[src/rtl/vga_console_seq.sv]
// vga_console_seq: byte-stream text console that writes glyphs/attributes into the VGA char and color maps
module vga_console_seq #(
    parameter logic [31:0] BASE_ADDR   = 32'h0700_0000,
    parameter int          COLS        = 80,
    parameter int          ROWS        = 30,
    parameter logic [7:0]  BLANK_COLOR = 8'h0F
) (
    input  logic        clk_i,
    input  logic        rst_i,
    input  logic        ch_valid_i,
    input  logic [7:0]  ch_data_i,
    input  logic [7:0]  color_i,
    output logic        ch_ready_o,
    input  logic        clear_i,
    output logic        busy_o,
    output logic [6:0]  cursor_col_o,
    output logic [4:0]  cursor_row_o,
    output logic        req_o,
    output logic        write_enable_o,
    output logic [3:0]  mem_be_o,
    output logic [31:0] addr_o,
    output logic [31:0] write_data_o,
    input  logic        stall_i
);
    typedef enum logic [2:0] {IDLE, WR_CHAR, WR_COL, CLR_CHAR, CLR_COL} state_t;

    localparam logic [6:0]  COL_LAST    = 7'(COLS - 1);
    localparam logic [4:0]  ROW_LAST    = 5'(ROWS - 1);
    localparam logic [11:0] COLS_W      = 12'(COLS);
    localparam logic [9:0]  LINE_LAST   = 10'(COLS / 4 - 1);
    localparam logic [9:0]  SCREEN_LAST = 10'(ROWS * COLS / 4 - 1);
    localparam logic [31:0] COLOR_OFF   = 32'h0000_1000;
    localparam logic [31:0] SPACES      = 32'h2020_2020;

    state_t      state_q;
    logic        clr_pend_q, full_q, req_q;
    logic [6:0]  col_q;
    logic [4:0]  row_q;
    logic [7:0]  color_q;
    logic [9:0]  wcnt_q;
    logic [3:0]  be_q;
    logic [31:0] addr_q, data_q;

    logic [4:0]  row_nl_d;
    logic [11:0] off_d, line_off_d;
    logic        printable_d;

    assign row_nl_d     = (row_q == ROW_LAST) ? 5'd0 : row_q + 5'd1;
    assign off_d        = 12'(row_q) * COLS_W + 12'(col_q);
    assign line_off_d   = 12'(row_nl_d) * COLS_W;
    assign printable_d  = (ch_data_i >= 8'h20) && (ch_data_i <= 8'h7E);

    assign ch_ready_o     = (state_q == IDLE) && !clr_pend_q && !clear_i;
    assign busy_o         = (state_q != IDLE) || clr_pend_q;
    assign cursor_col_o   = col_q;
    assign cursor_row_o   = row_q;
    assign req_o          = req_q;
    assign write_enable_o = req_q;
    assign mem_be_o       = be_q;
    assign addr_o         = addr_q;
    assign write_data_o   = data_q;

    // Sequencer FSM; every bus output is loaded on the edge that enters its state and held while stalled
    always_ff @(posedge clk_i or posedge rst_i) begin
        if (rst_i) begin
            state_q    <= IDLE;
            clr_pend_q <= 1'b0;
            full_q     <= 1'b0;
            col_q      <= '0;
            row_q      <= '0;
            color_q    <= '0;
            wcnt_q     <= '0;
            req_q      <= 1'b0;
            be_q       <= '0;
            addr_q     <= '0;
            data_q     <= '0;
        end else begin
            if (clear_i && state_q != IDLE)
                clr_pend_q <= 1'b1;
            case (state_q)
                IDLE: begin
                    if (clear_i || clr_pend_q) begin
                        clr_pend_q <= 1'b0;
                        col_q      <= '0;
                        row_q      <= '0;
                        full_q     <= 1'b1;
                        wcnt_q     <= '0;
                        state_q    <= CLR_CHAR;
                        req_q      <= 1'b1;
                        addr_q     <= BASE_ADDR;
                        be_q       <= 4'hF;
                        data_q     <= SPACES;
                    end else if (ch_valid_i) begin
                        color_q <= color_i;
                        if (printable_d) begin
                            state_q <= WR_CHAR;
                            req_q   <= 1'b1;
                            addr_q  <= BASE_ADDR + {20'd0, off_d};
                            be_q    <= 4'b0001 << off_d[1:0];
                            data_q  <= {4{ch_data_i}};
                        end else if (ch_data_i == 8'h0A) begin
                            col_q   <= '0;
                            row_q   <= row_nl_d;
                            full_q  <= 1'b0;
                            wcnt_q  <= '0;
                            state_q <= CLR_CHAR;
                            req_q   <= 1'b1;
                            addr_q  <= BASE_ADDR + {20'd0, line_off_d};
                            be_q    <= 4'hF;
                            data_q  <= SPACES;
                        end else if (ch_data_i == 8'h0D) begin
                            col_q <= '0;
                        end else if (ch_data_i == 8'h08 && col_q != 7'd0) begin
                            col_q <= col_q - 7'd1;
                        end
                    end
                end
                WR_CHAR: if (!stall_i) begin
                    state_q <= WR_COL;
                    addr_q  <= addr_q + COLOR_OFF;
                    data_q  <= {4{color_q}};
                end
                WR_COL: if (!stall_i) begin
                    if (col_q == COL_LAST) begin
                        col_q   <= '0;
                        row_q   <= row_nl_d;
                        full_q  <= 1'b0;
                        wcnt_q  <= '0;
                        state_q <= CLR_CHAR;
                        addr_q  <= BASE_ADDR + {20'd0, line_off_d};
                        be_q    <= 4'hF;
                        data_q  <= SPACES;
                    end else begin
                        col_q   <= col_q + 7'd1;
                        state_q <= IDLE;
                        req_q   <= 1'b0;
                    end
                end
                CLR_CHAR: if (!stall_i) begin
                    state_q <= CLR_COL;
                    addr_q  <= addr_q + COLOR_OFF;
                    data_q  <= {4{BLANK_COLOR}};
                end
                CLR_COL: if (!stall_i) begin
                    if (wcnt_q == (full_q ? SCREEN_LAST : LINE_LAST)) begin
                        state_q <= IDLE;
                        req_q   <= 1'b0;
                    end else begin
                        wcnt_q  <= wcnt_q + 10'd1;
                        state_q <= CLR_CHAR;
                        addr_q  <= addr_q - COLOR_OFF + 32'd4;
                        data_q  <= SPACES;
                    end
                end
                default: state_q <= IDLE;
            endcase
        end
    end
endmodule

[config.mk]
export PLATFORM = sky130hd
export DESIGN_NAME = vga_console_seq
export DESIGN_NICKNAME = d
export VERILOG_FILES = /design/src/rtl/vga_console_seq.sv
export SDC_FILE = /design/constraint.sdc
export NUM_CORES = 1
export LEC_CHECK = 0
export ABC_AREA = 0
export CORE_UTILIZATION = 60
export CTS_CLUSTER_DIAMETER = 200
export DETAILED_ROUTE_END_ITERATION = 12
export DONT_BUFFER_PORTS = 1
export PLACE_DENSITY = 0.76
export RECOVER_POWER = 100
export SYNTH_ARGS = -nofsm -noshare
export SYNTH_HDL_FRONTEND = slang
export SYNTH_SLANG_ARGS = --single-unit
[constraint.sdc]
create_clock -name clk_i -period 3.08 [get_ports clk_i]
set_clock_uncertainty 0.1 [all_clocks]
set_input_delay 0.616 -clock clk_i [delete_from_list [all_inputs] [get_ports clk_i]]
set_output_delay 0.616 -clock clk_i [all_outputs]
set_load 0.01 [all_outputs]
Yosys cells after proc, flatten, opt, wreduce, memory -nomap -nowiden --
Index checks and enable logic that the tools add are counted.
Word-level totals: memories kept 0, word-level logic and storage cells 162, bits in writable memories 0, ROM bits 0, bits in latches 0, input port bits 21, register bits 104, output and inout bits 84
Operators by class: div/mod/pow operators 0, mux-type cells 85, equal/unequal tests 24, $mul 2, reductions and logical operators 26, bitwise operators 1, $add $sub $neg 10, $lt $le $gt $ge 2, shift-type cells 1
Operator list (count):
- 2-to-1 mux 32 bit | 19
- case mux 32 bit (5 select lines) | 1
- case mux 32 bit (4 select lines) | 1
- 2-to-1 mux 10 bit | 9
- adder 27 x 12 -> 28 bit (first input constant) | 2
- 2-to-1 mux 7 bit | 8
- 2-to-1 mux 5 bit | 7
- adder 32 x 13 -> 32 bit (second input constant) | 1
- adder 32 x 3 -> 32 bit (second input constant) | 1
- subtractor 32 x 13 -> 32 bit (second input constant) | 1
- case mux 10 bit (3 select lines) | 1
- equality test 8 x 4 -> 1 bit (second input constant) | 3
- 2-to-1 mux 3 bit | 8
- 2-to-1 mux 4 bit | 6
- inequality test 2 bit (second input constant) | 9
- 2-to-1 mux 1 bit | 17
- multiplier 5 x 3 -> 8 bit (second input constant) | 2
- AND reduction 8 bit | 2
- case mux 3 bit (5 select lines) | 1
- case mux 7 bit (2 select lines) | 1
- adder 12 x 7 -> 12 bit | 1
- AND reduction 6 bit | 2
- adder 10 x 1 -> 10 bit (second input constant) | 1
- equality test 10 bit | 1
- 35 further kinds | 46

Logic depth before layout (Yosys ltp) --
Gate-level depths: netlist (run 1).
depth after elaboration 9, gate-level depth with buffers 12, depth with buffers taken out 12

Worst setup path after synthesis (run 1) --
OpenSTA, ideal clock, no wires.
path kind flip-flop to flip-flop, start reg row_q[1] (netlist: cursor_row_o[1]), end reg addr_q[11] (netlist: addr_o[11]), clock period less this slack 2.807 ns, required time 2.855 ns, slack 0.273 ns, stages on the path, launching flop included 13, arrival 2.582 ns, cells stage by stage dfrtp_1 -> inv_1 -> ha_1 -> nand2_1 -> a311oi_1 -> inv_1 -> ha_1 -> ha_1 -> inv_1 -> fa_1 -> o21bai_1 -> a221o_1 -> mux2_2
On the way: cells in the longest elaborated chain, start to end 9
Ends and longest elaborated chain:
- start: declaration | line 38 | logic [4:0] row_q;
- start signal: assignment | line 103 | row_q <= row_nl_d;
- start signal: assignment | line 126 | row_q <= row_nl_d;
- adder 5 x 1 -> 5 bit or equality test 5 bit (tied branches) | line 48 | assign row_nl_d = (row_q == ROW_LAST) ? 5'd0 : row_q + 5'd1;
- 2-to-1 mux 5 bit | line 48
- multiplier 5 x 3 -> 8 bit | line 50 | assign line_off_d = 12'(row_nl_d) * COLS_W;
- adder 27 x 12 -> 28 bit | line 108, 130
- 2-to-1 mux 32 bit | line 101 | end else if (ch_data_i == 8'h0A) begin
- 2-to-1 mux 32 bit | line 95 | if (printable_d) begin
- 2-to-1 mux 32 bit | line 93 | end else if (ch_valid_i) begin
- 2-to-1 mux 32 bit | line 82 | if (clear_i || clr_pend_q) begin
- case mux 32 bit (4 select lines) (*) | line 80 | case (state_q)
- end signal: assignment | line 98 | addr_q <= BASE_ADDR + {20'd0, off_d};
- end signal: assignment | line 108 | addr_q <= BASE_ADDR + {20'd0, line_off_d};
- end signal: assignment | line 120 | addr_q <= addr_q + COLOR_OFF;
- end: declaration | line 42 | logic [31:0] addr_q, data_q;
Mark *: on every way between the ends. The rest lies on a longest branch, timed or not. The select of a mux whose other input is x is not followed. A chain may end at the register's enable or synchronous reset.

Worst setup path in the final report (run 1) --
start reg row_q[0] (netlist: cursor_row_o[0]), end reg addr_q[8] (netlist: addr_o[8])
The elaborated chain is that of the path after synthesis.

==> results of run 1 <==
stage by stage:
step           hold slack [ns]  cell area [um^2]  worst slack, ns  utilization, %
2_1_floorplan            0.361              5990            0.273               -
3_3_place_gp             0.382              6030            0.292            62.0
3_5_place_dp             0.389              6030            0.206            62.0
4_1_cts                  0.142              6200            0.183            63.7
5_1_grt                  0.257              6130          0.00359            63.0
6_report                 0.263              6130            0.147            63.0
placed cells by master, fill, tap and decap left out, types with 13 or more instances in the layout:
cell,instances
dfrtp_1,80
nor2_1,78
o21ai_0,64
nand2_1,59
a21oi_1,32
nand3_1,26
ha_1,26
inv_1,25
xor2_1,19
buf_4,18
nand4_1,14
xnor2_1,13
power by group through the flow:
stage                     logic, uW  clock network [uW]  registers [uW]
final                          2920                 696            2060
after global routing           3230                 750            2140
after CTS                      2960                 704            2060
after detailed placement       2940                   0            2080
after global placement         2870                   0            2060
after floorplan                2570                   0            1820
metal layers:
layer / track usage, % / part of all wire [%] / wire length, um
met1: 42.6 / 42 / 6420
met2: 48.8 / 46 / 7110
met3: 6.02 / 9.6 / 1470
met4: 10.1 / 2.2 / 337
met5: 0 / 0 / 0
Yosys cell counts (9+ instances only):
library cell	n	share of area, %
ha_1	26	5.4
nand4_1	14	1.5
o31ai_1	9	1.1
buf_2	11	0.92
nor2_1	79	5.0
inv_1	26	1.6
mux2_2	9	1.7
xor2_1	19	2.8
nand3_1	26	2.2
xnor2_1	13	1.9
buf_4	29	3.6
a31oi_1	9	0.94
o21ai_0	57	4.8
o21ai_1	9	0.75
nand2_1	59	3.7
nor3_1	11	0.92
a21oi_1	32	2.7
clkbuf_1	19	1.2
or3_1	10	1.0
dfrtp_1	80	33
and3_1	10	1.0
final cells by class:
| type | instances | area share [%] |
|---|---|---|
| clock inverters | 5 | 0.551 |
| well taps | 133 | 2.72 |
| flip-flops and latches | 80 | 32.7 |
| multi-input cells | 531 | 57.2 |
| inverters | 26 | 1.61 |
| repair buffers | 32 | 3.14 |
| clock buffers | 11 | 2.14 |
flip-flops by register name, summed over array words and instances (netlist names):
name,count
color_q,8
write_data_o,8
mem_be_o,4
wcnt_q,10
req_o,1
state_q,3
cursor_row_o,5
full_q,1
cursor_col_o,7
clr_pend_q,1
addr_o,32
how the worst max path moves through the flow:
stage	startpoint	endpoint	slack (ns)
6_report	cursor_row_o[0]	addr_o[8]	0.15
5_1_grt	cursor_row_o[0]	addr_o[8]	0.004
4_1_cts	cursor_row_o[0]	addr_o[8]	0.18
3_5_place_dp	cursor_row_o[0]	addr_o[11]	0.21
3_3_place_gp	cursor_row_o[0]	addr_o[11]	0.29
2_1_floorplan	cursor_row_o[1]	addr_o[11]	0.27
cells by family (layout without fill, tap and decap cells):
kind of cell	Yosys count	after routing	synth area share, %
buffers and inverters	89	74	7.90
muxes	13	13	2.38
and+or+nand+nor	267	267	23.6
DFF	80	80	33.4
adders and majority gates	29	29	6.44
xor gates and xnor gates	33	33	5.06
AOI/OAI and AO/OA	189	189	21.2
==> results_dict.tcl, run 1 <==
set metrics [dict create \
    status "finished, violations left" \
    cp.arrival_ns 3.07 \
    hold_depth 2 \
    avgSynthCellArea_um2 8.55 \
    hp-start "stall_i" \
    seq_power_share_pct 36.3 \
    clock_latency_ns 0.37 \
    nFillCells 862 \
    reg2reg_depth 11 \
    rr_startpoint "cursor_row_o[0]" \
    fp-row-count 36 \
    required_ns 3.22 \
    tightest_slew_ns 1.79 \
    rrSetupSlack_ns 0.15 \
    yosysWarnings 0 \
    path_buf_inv 3 \
    fin_crit_ns 2.93 \
    syn_nets 750 \
    critPathKind "reg2reg" \
    cts_resized 0 \
    synth-edff-count 0 \
    startpoint_type "flip-flop" \
    p_per_area_mw_per_mm2 927 \
    cts_tree "built" \
    cp_slowest_cell "dfrtp_1" \
    cp-end-kind "flip-flop" \
    grt_first_pass_wirelength_um 25200 \
    p_leak_uw 0.00255 \
    fin_crit_sh_pct 95.2 \
    port_buffers 0 \
    htreeDepth 3 \
    dieHeight_um 102 \
    clock_sinks 80 \
    ys.flop_type "dfrtp_1" \
    grt_overflow_total 0 \
    crit_fanout 9 \
    critPathMaxStageDelay_ns 0.50 \
    drtAntennaViolNets 0 \
    syn_inst 700 \
    drtIter0Drc 531 \
    grt_pass1_vias 5218 \
    dieWidth_um 102 \
    dr.pass1.iters 7 \
    via_per_inst 6.57 \
    post-dp-hpwl_um 11100 \
    synth-seq-cells 80 \
    synth_seq_area_share_pct 33.4 \
    pin_count 105 \
    rsz0062_at_grt "no" \
    clk_pin_slew_ns 0.08 \
    cp_num_cells 11 \
    violations "capacitance limit, slew limit" \
    numCtsBuffers 9 \
    clk_path_buf_depth 2 \
    setup_tns_ns 0 \
    routed-via-count 5378 \
    final_nets 730 \
    initial_utilization_pct 61.5 \
    synthToLayoutAreaGrowth_pct 2.34 \
    internal-power_uw 2760 \
    grt_usage_pct 30.8 \
    p_comb_share_pct 51.5 \
    wl_per_cell_um 18.7 \
    power_frac_clock_pct 12.3 \
    hold_viol 0 \
    area.sequential_mm2 0.00200 \
    dieArea_mm2 0.0104 \
    syn_area_mm2 0.00599 \
    routed_wl_um 15300 \
    grt_max_degree 42 \
    post_cts_buffers 0 \
    gp_congestion 0.901 \
    max_freq_ghz 0.341 \
    drv_cap 1 \
    setup_viol_count_final 0 \
    slew_headroom_pct -19.8 \
    dp.cells 802 \
    cts_root_buffer "clkbuf_8" \
    instances_no_fill 818 \
    drive_above_1_share_pct 10.5 \
    maxSlewViolCount 41 \
    holdPathEnd "state_q[0]" \
    core-area_mm2 0.00973 \
    p_sw_share_pct 51.3 \
    p_sw_uw 2920 \
    min_path_type "in2reg" \
    ctsHoldBuffers 0 \
    ys_async_sr_fraction_pct 100 \
    power_uw 5680 \
    antenna_found_initial 0 \
    yosysUniqueCellTypes 84 \
    crit_family "adder cells" \
    antennaDiodeCount 0 \
    vdd_drop_max_mv 0.506 \
    multiInputGateArea_mm2 0.00350 \
    path_cells "ha_1 -> nand2_1 -> a311oi_1 -> inv_1 -> ha_1 -> ha_1 -> inv_1 -> fa_1 -> inv_1 -> a222oi_1 -> o21ai_0" \
    rr_endpoint "addr_o[8]" \
    drc 0 \
]
(Power assumes the default switching activity.)
==> run 2, diff against run 1 <==
--- a/config.mk
+++ b/config.mk
@@ -6,11 +6,10 @@
 export NUM_CORES = 1
 export LEC_CHECK = 0
 export ABC_AREA = 0
-export CORE_UTILIZATION = 60
+export CORE_UTILIZATION = 44
 export CTS_CLUSTER_DIAMETER = 200
 export DETAILED_ROUTE_END_ITERATION = 12
 export DONT_BUFFER_PORTS = 1
-export PLACE_DENSITY = 0.76
 export RECOVER_POWER = 100
 export SYNTH_ARGS = -nofsm -noshare
 export SYNTH_HDL_FRONTEND = slang
==> results_dict.tcl, run 2 (synthesis gave the netlist of run 1 again) <==
set metrics [dict create \
    status "finished clean" \
    fin_crit_sh_pct 94.4 \
    routed-via-count 5325 \
    drive_above_1_share_pct 11.2 \
    largest_reg_flops 32 \
    setup_tns_ns 0 \
    drtIter0Drc 445 \
    tightest_slew_ns 1.04 \
    required_ns 3.20 \
    critPathKind "reg2reg" \
    core-area_mm2 0.0132 \
    hold_viol 0 \
    fin_crit_ns 2.91 \
    grt_max_degree 72 \
    dieWidth_um 119 \
    synthToLayoutAreaGrowth_pct 6.92 \
    dieHeight_um 119 \
    initial_utilization_pct 45.2 \
    p_leak_uw 0.00266 \
    slew_headroom_pct 30.5 \
    dr.pass1.iters 5 \
    cts_root_buffer "clkbuf_16" \
    grt_pass1_vias 5201 \
    crit_fanout 9 \
    grt_first_pass_wirelength_um 27700 \
    clock_sinks 80 \
    drv_cap 0 \
    max_freq_ghz 0.344 \
    startpoint_type "flip-flop" \
    vdd_drop_max_mv 0.418 \
    post_cts_buffers 0 \
    clk_pin_slew_ns 0.07 \
    htreeDepth 3 \
    numCtsBuffers 9 \
    setup_viol_count_final 0 \
    cp-end-kind "flip-flop" \
    antennaDiodeCount 0 \
    drc 0 \
    clk_path_buf_depth 2 \
    antenna_found_initial 0 \
    rsz0062_at_grt "no" \
    maxSlewViolCount 0 \
    pin_count 105 \
    routed_wl_um 16700 \
    drtAntennaViolNets 0 \
    port_buffers 0 \
    via_per_inst 6.12 \
    layout_common_cells "nor2_1, dfrtp_1, o21ai_0" \
    grt_usage_pct 24.8 \
    final_nets 739 \
    fp-row-count 42 \
    grt_overflow_total 0 \
    wl_per_cell_um 19.2 \
    post-dp-hpwl_um 12100 \
    cts_tree "built" \
    gp_congestion 0.871 \
    clock_latency_ns 0.35 \
    power_uw 6290 \
    p_per_area_mw_per_mm2 982 \
    cp.arrival_ns 3.03 \
    min_path_type "in2reg" \
    dieArea_mm2 0.0141 \
]
## run 2: cell count changes in the layout (fill, tap and decap cells not counted), moves of 2 or more
cell	change
clkbuf_2	-2
clkbuf_16	+9
clkbuf_8	-9
bufinv_16	+2
clkinv_2	-2
buf_4	+6
## run 2: final timing paths
| check | start | end | slack [ns] | cells after the start |
|---|---|---|---|---|
| max | cursor_row_o[2] | addr_o[8] | 0.17 | 10 |
| min | stall_i | state_q[0] | 0.28 | 2 |
| max reg2reg | cursor_row_o[2] | addr_o[8] | 0.17 | 10 |
| min reg2reg | color_q[7] | write_data_o[23] | 0.40 | 2 |
| max in group asynchronous | rst_i | cursor_row_o[3] | 0.83 | 3 |
| min in group asynchronous | rst_i | color_q[1] | 0.60 | 2 |
## run 2: metrics by stage
stage	hold slack, ns	util, %	area [um^2]	cells	setup slack (ns)
after global placement	0.309	46.4	6150	853	0.290
final	0.275	48.3	6400	870	0.174
after global routing	0.279	48.3	6400	870	0.0132
after CTS	0.269	49.0	6480	870	0.163
after detailed placement	0.309	46.4	6150	853	0.187
after floorplan	0.361	-	5990	700	0.273
## run 2: metal layers
metal | up-vias | global-route usage (%) | part of all wire, % | wire length (um)
met5 | - | 0 | 0 | 0
met1 | 2598 | 33.3 | 44 | 7320
li1 | 2501 | - | - | -
met3 | 23 | 4.97 | 7.2 | 1200
met4 | 0 | 8.15 | 1.7 | 277
met2 | 203 | 39.7 | 47 | 7870
## run 2: area by class of cell
type	instances	area, um^2
Multi-Input combinational cell	531	3490
Tap cell	176	220
Inverter	26	98.8
Clock inverter	7	104
Timing Repair Buffer	41	256
Sequential cell	80	2000
Fill cell	1329	6840
Clock buffer	9	225
## run 2: where the power goes
group | switching (uW) | internal [uW] | leakage [uW]
clock | 495 | 720 | 0.000154
sequential | 707 | 1370 | 0.00103
combinational | 1850 | 1140 | 0.00147
total | 3060 | 3230 | 0.00266
## run 2: what timing repair did
item,CTS,global route
hold endpoints to repair,9,0
endpoints found under the setup margin,0,1
hold buffers,1,0
gates resized for setup,0,1
## run 2: critical path: stages (launching register included)
cell	delay, ns
dfrtp_1	0.51
and4b_1	0.25
a311oi_1	0.36
inv_1	0.09
ha_1	0.30
ha_1	0.16
inv_1	0.06
fa_1	0.47
inv_1	0.04
a222oi_1	0.32
o21ai_0	0.11
